--- config.mk ---
export PLATFORM = sky130hd
export DESIGN_NAME = haar_stage_evaluator
export DESIGN_NICKNAME = d
export VERILOG_FILES = /design/src/rtl/haar_pkg.sv /design/src/rtl/haar_feature_mac.sv /design/src/rtl/haar_stage_evaluator.sv
export SDC_FILE = /design/constraint.sdc
export NUM_CORES = 2
export LEC_CHECK = 0
export BUFFER_PORTS_ARGS = -buffer_cell sky130_fd_sc_hd__buf_2
export CAP_MARGIN = 20
export CELL_PAD_IN_SITES_DETAIL_PLACEMENT = 1
export CELL_PAD_IN_SITES_GLOBAL_PLACEMENT = 2
export CORE_MARGIN = 2
export CORE_UTILIZATION = 40
export CTS_CLUSTER_SIZE = 25
export DETAILED_ROUTE_END_ITERATION = 7
export PLACE_DENSITY = 0.87
export SETUP_SLACK_MARGIN = 0.02
export SLEW_MARGIN = 25
export SYNTH_ARGS = -nofsm -noshare
export SYNTH_HDL_FRONTEND = slang
export SYNTH_SLANG_ARGS = --single-unit
--- constraint.sdc ---
create_clock -name clk_fpga -period 28.3 [get_ports clk_fpga]
set_clock_uncertainty 0.1 [all_clocks]
set_input_delay 1.415 -clock clk_fpga [delete_from_list [all_inputs] [get_ports clk_fpga]]
set_output_delay 1.415 -clock clk_fpga [all_outputs]
set_load 0.05 [all_outputs]
--- src/rtl/haar_pkg.sv ---
// rtl/haar_pkg.sv - shared widths, word offsets, FSM states and rectangle helper for the Haar stage evaluator
package haar_pkg;
   localparam int DATA_WIDTH_12            = 12;
   localparam int DATA_WIDTH_8             = 8;
   localparam int SUM_WIDTH                = 20;
   localparam int ACC_WIDTH                = 40;
   localparam int NUM_PARAM_PER_CLASSIFIER = 18;
   localparam int NUM_STAGE_THRESHOLD      = 3;
   localparam int VAR_WIDTH                = 16;
   localparam int NODE_THR_WIDTH           = 28;

   localparam int RECT_STRIDE  = 5;
   localparam int OFF_X        = 0;
   localparam int OFF_Y        = 1;
   localparam int OFF_W        = 2;
   localparam int OFF_H        = 3;
   localparam int OFF_WEIGHT   = 4;
   localparam int OFF_NODE_THR = 15;
   localparam int OFF_LEFT     = 16;
   localparam int OFF_RIGHT    = 17;
   localparam int LAST_WORD    = NUM_PARAM_PER_CLASSIFIER - 1;

   localparam logic [1:0] RECT_NONE = 2'd3;

   typedef enum logic [2:0] {
      ST_IDLE,
      ST_LOAD,
      ST_REQ,
      ST_WAIT,
      ST_NODE,
      ST_DECIDE
   } haar_state_t;

   // Lowest rectangle index >= from whose weight is nonzero; RECT_NONE when none remain.
   function automatic logic [1:0] next_rect(input logic [1:0] from, input logic [2:0] nz);
      logic [1:0] r;
      r = RECT_NONE;
      for (int i = 2; i >= 0; i--) begin
         if (i >= int'(from) && nz[i]) r = 2'(i);
      end
      return r;
   endfunction
endpackage

--- src/rtl/haar_feature_mac.sv ---
// rtl/haar_feature_mac.sv - signed weight times unsigned rectangle sum, accumulated into a registered feature value
module haar_feature_mac
   import haar_pkg::*;
(
   input  logic                            clk_fpga,
   input  logic                            reset_fpga,
   input  logic                            clear,
   input  logic                            enable,
   input  logic signed [DATA_WIDTH_12-1:0] weight,
   input  logic [SUM_WIDTH-1:0]            rect_sum,
   output logic signed [ACC_WIDTH-1:0]     acc
);
   localparam int PROD_WIDTH = DATA_WIDTH_12 + SUM_WIDTH + 1;

   logic signed [PROD_WIDTH-1:0] weight_ext;
   logic signed [PROD_WIDTH-1:0] sum_ext;
   logic signed [PROD_WIDTH-1:0] prod;

   // The sum is unsigned, so it is zero-extended before entering the signed multiply.
   assign weight_ext = PROD_WIDTH'(weight);
   assign sum_ext    = $signed(PROD_WIDTH'(rect_sum));
   assign prod       = weight_ext * sum_ext;

   always_ff @(posedge clk_fpga or posedge reset_fpga) begin
      if (reset_fpga) begin
         acc <= '0;
      end else if (clear) begin
         acc <= '0;
      end else if (enable) begin
         acc <= acc + {{(ACC_WIDTH-PROD_WIDTH){prod[PROD_WIDTH-1]}}, prod};
      end
   end
endmodule

--- src/rtl/haar_stage_evaluator.sv ---
// rtl/haar_stage_evaluator.sv - evaluates one cascade stage for the current window from its parameter word stream
module haar_stage_evaluator
   import haar_pkg::*;
(
   input  logic                        clk_fpga,
   input  logic                        reset_fpga,
   input  logic                        i_start,
   input  logic [VAR_WIDTH-1:0]        i_var_norm,
   input  logic                        i_valid,
   output logic                        o_ready,
   input  logic [DATA_WIDTH_12-1:0]    i_data,
   input  logic                        i_end_single,
   input  logic                        i_end_database,
   output logic                        o_rect_req,
   output logic [DATA_WIDTH_8-1:0]     o_rect_x,
   output logic [DATA_WIDTH_8-1:0]     o_rect_y,
   output logic [DATA_WIDTH_8-1:0]     o_rect_w,
   output logic [DATA_WIDTH_8-1:0]     o_rect_h,
   input  logic                        i_rect_valid,
   input  logic [SUM_WIDTH-1:0]        i_rect_sum,
   output logic                        o_done,
   output logic                        o_pass,
   output logic [ACC_WIDTH-1:0]        o_stage_sum,
   output logic                        o_err
);
   haar_state_t                   state;
   logic [DATA_WIDTH_12-1:0]      param [NUM_PARAM_PER_CLASSIFIER];
   logic [4:0]                    cnt;
   logic [1:0]                    rect_idx;
   logic [VAR_WIDTH-1:0]          var_norm;
   logic signed [ACC_WIDTH-1:0]   stage_sum;
   logic                          db_bad;

   logic [2:0]                    nz;
   logic [1:0]                    rect_first;
   logic [1:0]                    rect_after;
   logic [DATA_WIDTH_12-1:0]      rx, ry, rw, rh, rwt;
   logic signed [ACC_WIDTH-1:0]   feat;
   logic                          mac_clear;
   logic                          mac_en;
   logic signed [NODE_THR_WIDTH-1:0] node_thr;
   logic signed [ACC_WIDTH-1:0]   node_thr_ext;
   logic [DATA_WIDTH_12-1:0]      leaf;
   logic signed [ACC_WIDTH-1:0]   leaf_ext;
   logic signed [ACC_WIDTH-1:0]   stage_thr_ext;

   assign o_ready = (state == ST_LOAD);

   assign nz = {|param[2*RECT_STRIDE+OFF_WEIGHT],
                |param[RECT_STRIDE+OFF_WEIGHT],
                |param[OFF_WEIGHT]};
   assign rect_first = next_rect(2'd0, nz);
   assign rect_after = next_rect(rect_idx + 2'd1, nz);

   always_comb begin
      rx  = param[OFF_X];
      ry  = param[OFF_Y];
      rw  = param[OFF_W];
      rh  = param[OFF_H];
      rwt = param[OFF_WEIGHT];
      case (rect_idx)
         2'd1: begin
            rx  = param[RECT_STRIDE+OFF_X];
            ry  = param[RECT_STRIDE+OFF_Y];
            rw  = param[RECT_STRIDE+OFF_W];
            rh  = param[RECT_STRIDE+OFF_H];
            rwt = param[RECT_STRIDE+OFF_WEIGHT];
         end
         2'd2: begin
            rx  = param[2*RECT_STRIDE+OFF_X];
            ry  = param[2*RECT_STRIDE+OFF_Y];
            rw  = param[2*RECT_STRIDE+OFF_W];
            rh  = param[2*RECT_STRIDE+OFF_H];
            rwt = param[2*RECT_STRIDE+OFF_WEIGHT];
         end
         default: ;
      endcase
   end

   // An abort must also flush a partially accumulated feature.
   assign mac_clear = i_start || (state == ST_NODE);
   assign mac_en    = (state == ST_WAIT) && i_rect_valid;

   haar_feature_mac u_mac (
      .clk_fpga   (clk_fpga),
      .reset_fpga (reset_fpga),
      .clear      (mac_clear),
      .enable     (mac_en),
      .weight     ($signed(rwt)),
      .rect_sum   (i_rect_sum),
      .acc        (feat)
   );

   // The node threshold scales with window variance; 12b x 16b always fits the 28-bit product.
   assign node_thr     = NODE_THR_WIDTH'($signed(param[OFF_NODE_THR])) *
                         $signed(NODE_THR_WIDTH'(var_norm));
   assign node_thr_ext = {{(ACC_WIDTH-NODE_THR_WIDTH){node_thr[NODE_THR_WIDTH-1]}}, node_thr};
   assign leaf         = (feat < node_thr_ext) ? param[OFF_LEFT] : param[OFF_RIGHT];
   assign leaf_ext     = {{(ACC_WIDTH-DATA_WIDTH_12){leaf[DATA_WIDTH_12-1]}}, leaf};

   assign stage_thr_ext = {{(ACC_WIDTH-3*DATA_WIDTH_12){param[0][DATA_WIDTH_12-1]}},
                           param[0], param[1], param[2]};

   always_ff @(posedge clk_fpga or posedge reset_fpga) begin
      if (reset_fpga) begin
         state       <= ST_IDLE;
         cnt         <= '0;
         rect_idx    <= '0;
         var_norm    <= '0;
         stage_sum   <= '0;
         db_bad      <= 1'b0;
         o_rect_req  <= 1'b0;
         o_rect_x    <= '0;
         o_rect_y    <= '0;
         o_rect_w    <= '0;
         o_rect_h    <= '0;
         o_done      <= 1'b0;
         o_pass      <= 1'b0;
         o_stage_sum <= '0;
         o_err       <= 1'b0;
         for (int i = 0; i < NUM_PARAM_PER_CLASSIFIER; i++) param[i] <= '0;
      end else begin
         o_done     <= 1'b0;
         o_rect_req <= 1'b0;
         if (i_start) begin
            state       <= ST_LOAD;
            cnt         <= '0;
            rect_idx    <= '0;
            var_norm    <= i_var_norm;
            stage_sum   <= '0;
            db_bad      <= 1'b0;
            o_pass      <= 1'b0;
            o_stage_sum <= '0;
            o_err       <= 1'b0;
         end else begin
            case (state)
               ST_IDLE: ;
               ST_LOAD: begin
                  if (i_valid) begin
                     param[cnt] <= i_data;
                     if (i_end_database) begin
                        // Only a clean third threshold word makes the stage result trustworthy.
                        if (cnt != 5'(NUM_STAGE_THRESHOLD-1) || i_end_single) begin
                           db_bad <= 1'b1;
                           o_err  <= 1'b1;
                        end
                        state <= ST_DECIDE;
                     end else if (i_end_single && cnt == 5'(LAST_WORD)) begin
                        cnt <= '0;
                        if (rect_first == RECT_NONE) begin
                           state <= ST_NODE;
                        end else begin
                           rect_idx <= rect_first;
                           state    <= ST_REQ;
                        end
                     end else if (i_end_single || cnt == 5'(LAST_WORD)) begin
                        o_err <= 1'b1;
                        cnt   <= '0;
                     end else begin
                        cnt <= cnt + 5'd1;
                     end
                  end
               end
               ST_REQ: begin
                  o_rect_req <= 1'b1;
                  o_rect_x   <= rx[DATA_WIDTH_8-1:0];
                  o_rect_y   <= ry[DATA_WIDTH_8-1:0];
                  o_rect_w   <= rw[DATA_WIDTH_8-1:0];
                  o_rect_h   <= rh[DATA_WIDTH_8-1:0];
                  state      <= ST_WAIT;
               end
               ST_WAIT: begin
                  if (i_rect_valid) begin
                     if (rect_after == RECT_NONE) begin
                        state <= ST_NODE;
                     end else begin
                        rect_idx <= rect_after;
                        state    <= ST_REQ;
                     end
                  end
               end
               ST_NODE: begin
                  stage_sum <= stage_sum + leaf_ext;
                  cnt       <= '0;
                  state     <= ST_LOAD;
               end
               ST_DECIDE: begin
                  o_done      <= 1'b1;
                  o_pass      <= !db_bad && (stage_sum >= stage_thr_ext);
                  o_stage_sum <= stage_sum;
                  state       <= ST_IDLE;
               end
               default: state <= ST_IDLE;
            endcase
         end
      end
   end
endmodule

==> metrics.log <==
INFO  metric detailroute.via_count = 25790
INFO  metric power.ir.vdd_worst = 0.0461 mV
INFO  metric filler_cell_count = 9746
INFO  metric number_of_cell_rows = 107
INFO  metric seq_area_frac_synth = 26.6%
INFO  metric transition_time_of_the_tightest_slew_check_pin = 1.01 ns
INFO  metric data_required_time_at_the_worst_endpoint = 28.68 ns
INFO  metric die-height = 296 µm
INFO  metric coreArea = 84900 µm²
INFO  metric maxUsedRoutingLayer = met5
INFO  metric postPlaceCellArea = 35900 µm²
INFO  metric worstSkewPairLatency = 0.61 ns
INFO  metric final-max-slew-violation-count = 0
INFO  metric timing_hold_violations_final = 0
INFO  metric leakagePower = 18.6 nW
INFO  metric critical_path.startpoint_type = flip-flop
INFO  metric detailed_routing_iterations_pass_1 = 5
INFO  metric critical_path.endpoint_type = flip-flop
INFO  metric async_reset_ff_share = 100%
INFO  metric layoutNonFillerInstCount = 4805
INFO  metric clk_pin_slew = 0.06 ns
INFO  metric path_class = flip-flop to flip-flop
INFO  metric syn-num-nets = 4302
INFO  metric share_of_layout_cells_above_drive_strength_1 = 13.0%
INFO  metric antenna_cells = 0
INFO  metric finalSetupViolCount = 0
INFO  metric max_stage_delay = 0.60 ns
INFO  metric route.detailed.drc = 0
INFO  metric dr_wl_cell = 19.6 µm
INFO  metric gpl.final_weighted_congestion = 0.861
INFO  metric grtUsageTotal = 22.2%
INFO  metric fin_crit = 11.86 ns
INFO  metric tritoncts = built
INFO  metric antenna_violations_before_repair = 1
INFO  metric per_cell_via_count_in_the_routed_design = 5.37
INFO  metric cts.htree.levels = 2
INFO  metric die_w = 296 µm
INFO  metric wl_met1 = 39000 µm
INFO  metric syn_area = 34200 µm²
INFO  metric rsz0062_at_grt = no
INFO  metric fmax = 84.3 MHz
INFO  metric start_util = 40.2%
INFO  metric ys_warn_count = 0
INFO  metric synthToLayoutAreaGrowth = 9.04%
INFO  metric slew-limit-headroom = 32.8%
INFO  metric path_category_of_the_worst_min_delay_check = flip-flop to flip-flop
INFO  metric placed_cells = 4732
INFO  metric cts_buffers = 42
INFO  metric cap_violations = 0
INFO  metric portBuffers = 131
INFO  metric fin_area = 37200 µm²
INFO  metric finalNetCount = 4338
INFO  metric global_route_wire_length_before_repair = 155000 µm
INFO  metric postCtsResizedCells = 0
INFO  metric yosys_most_used_dff = dfrtp_1
INFO  metric ctsRootBufferMaster = clkbuf_16
INFO  metric cts_setup_buffers = 0
INFO  metric timing.critical_path.arrival = 12.24 ns
INFO  metric clk_path_buf_depth = 3
INFO  metric post_cts_hold_buffer_count = 0
INFO  metric grt.overflow.total = 0
INFO  metric synth.ff_latch_count = 363
INFO  metric grt_pass1_vias = 28720
INFO  metric power.density_cell_area = 37.0 nW/µm²
INFO  metric finalPower = 1.38 mW
INFO  metric route.final.wire_length = 94200 µm
INFO  metric critPathMaxFanout = 29
INFO  metric maximum_number_of_pins_on_one_net_before_global_route_repair = 123
INFO  metric ant_nets = 0
INFO  metric detailed_route_wirelength_on_metal2 = 50200 µm
INFO  metric fin_setup_tns = 0 ns
INFO  metric ys_types = 71
INFO  metric post_synth.cell_area_avg = 9.50 µm²
INFO  metric layout_worst_path_cycle_share = 41.9%
INFO  metric clock_sinks = 363
INFO  metric smallest_hold_slack = 0.378 ns
INFO  metric detailedPlacementHpwl = 71900 µm
INFO  metric timing.critical_path.slowest_stage_cell = a2111oi_0
INFO  metric synth_cells = 3596
INFO  metric synth_edf_count = 0
INFO  metric wl_met3 = 2060 µm
INFO  metric ioPinCount = 132
INFO  metric die_area = 87700 µm²
INFO  metric outcome = finished, final reports clean
INFO  metric first_iter_violations = 972
==> stage by stage <==
step                      util [%]  setup slack [ns]
after detailed placement      42.3             16.51
after global placement        42.3             16.91
after global routing          43.9             15.63
final                         43.9             16.44
after CTS                     43.9             16.44
after floorplan                  -             16.71
==> registers in the layout, indices dropped and copies added (netlist names), 2 cells and up <==
name         flops
var_norm        16
u_mac.acc       40
state            3
o_stage_sum     40
o_rect_h         8
o_rect_y         8
stage_sum       40
param          180
o_rect_x         8
cnt              5
rect_idx         2
o_rect_w         8
==> per-layer routing <==
layer | global-route usage (%) | up-vias
met5 | 0 | -
met4 | 6.63 | 2
met3 | 1.92 | 135
met2 | 41.6 | 324
met1 | 26.9 | 13347
li1 | - | 11982
==> placed cells by master, fill, tap and decap left out, types with 9 or more instances in the layout <==
master,n
inv_1,478
nand2_1,466
dfrtp_1,363
ha_1,326
fa_1,324
a21oi_1,213
mux2_2,208
nor2_1,146
buf_2,131
o21ai_0,109
and2_1,83
xnor2_1,80
nor2b_1,71
a21o_1,67
a22o_1,58
a22oi_1,45
clkbuf_16,42
nand2b_1,33
nand3_1,33
xor2_1,32
buf_4,26
nand4_1,25
or2_2,22
o21a_1,22
and3_1,19
nor4_1,19
nor3_1,18
a211oi_1,18
o21bai_1,17
a31oi_1,12
o31ai_1,11
o21ai_1,9
clkbuf_1,9
==> cell usage after synthesis (6+ instances only) <==
library cell	instances	area, µm²
and3_1	19	119
nor2_1	147	552
nand2_1	466	1750
and2_1	83	519
nand3_1	33	165
or4_1	7	52.6
or3_1	7	43.8
xor2_1	32	280
nand4_1	25	156
a211oi_1	18	135
a31oi_1	13	81.3
nor3_1	18	90.1
buf_1	12	45.0
ha_1	327	4090
o21ai_0	117	586
xnor2_1	80	701
a21oi_1	216	1080
nand2b_1	33	206
o31ai_1	11	82.6
dfrtp_1	363	9080
nor2b_1	71	444
inv_1	479	1800
o21a_1	22	165
a21o_1	67	503
or2_2	22	138
a22o_1	58	508
a22oi_1	45	338
fa_1	324	6490
o21bai_1	17	128
a211o_1	6	52.6
mux2_2	208	2340
clkbuf_1	152	571
nor4_1	19	119
==> final timing paths <==
check / from / endpoint / slack, ns / cells after the start
hold reg to reg: o_rect_h[2] / o_rect_h[2] / 0.38 / 2
hold / removal: o_rect_h[2] / o_rect_h[2] / 0.38 / 2
min in group asynchronous: reset_fpga / o_rect_w[2] / 0.82 / 2
setup / recovery: param[35] / stage_sum[36] / 16.44 / 40
max in group asynchronous: reset_fpga / u_mac.acc[39] / 25.01 / 4
setup reg to reg: param[35] / stage_sum[36] / 16.44 / 40
==> critical path, delay by kind of cell, from the launching register on <==
family	cells	cell delay [ns]
AOI/OAI and AO/OA	21	5.23
xor gates and xnor gates	2	0.18
DFF	1	0.48
adders and majority gates	8	3.74
buffers and inverters	3	0.49
and+or+nand+nor	5	0.94
muxes	1	0.54
==> power by group <==
part | internal (mW) | switching (mW) | total [mW] | leakage, nW
clock | 0.311 | 0.239 | 0.549 | 0.668
combinational | 0.0810 | 0.161 | 0.242 | 13.1
sequential | 0.548 | 0.0395 | 0.588 | 4.90
==> logic make-up (layout without fill, tap and decap cells) <==
kind of cell	count (synthesis)	after routing	share of synthesized area, %
multiplexers	211	211	6.96
AO/OA/AOI/OAI	645	645	12.3
flip-flops	363	363	26.6
adder cells (fa/ha/maj)	651	651	31.0
XOR/XNOR	112	112	2.87
buffers and inverters	644	709	7.08
AND/OR/NAND/NOR	970	970	13.3
==> layout make-up <==
class	instances	area, µm²	area share [%]
clock buffers	57	1170	3.13
clock inverters	16	195	0.524
inverters	479	1810	4.85
multi-input cells	2589	22700	61.0
flip-flops and latches	363	9080	24.4
well taps	1144	1430	3.84
repair buffers	157	851	2.28
(Power assumes the default switching activity.)
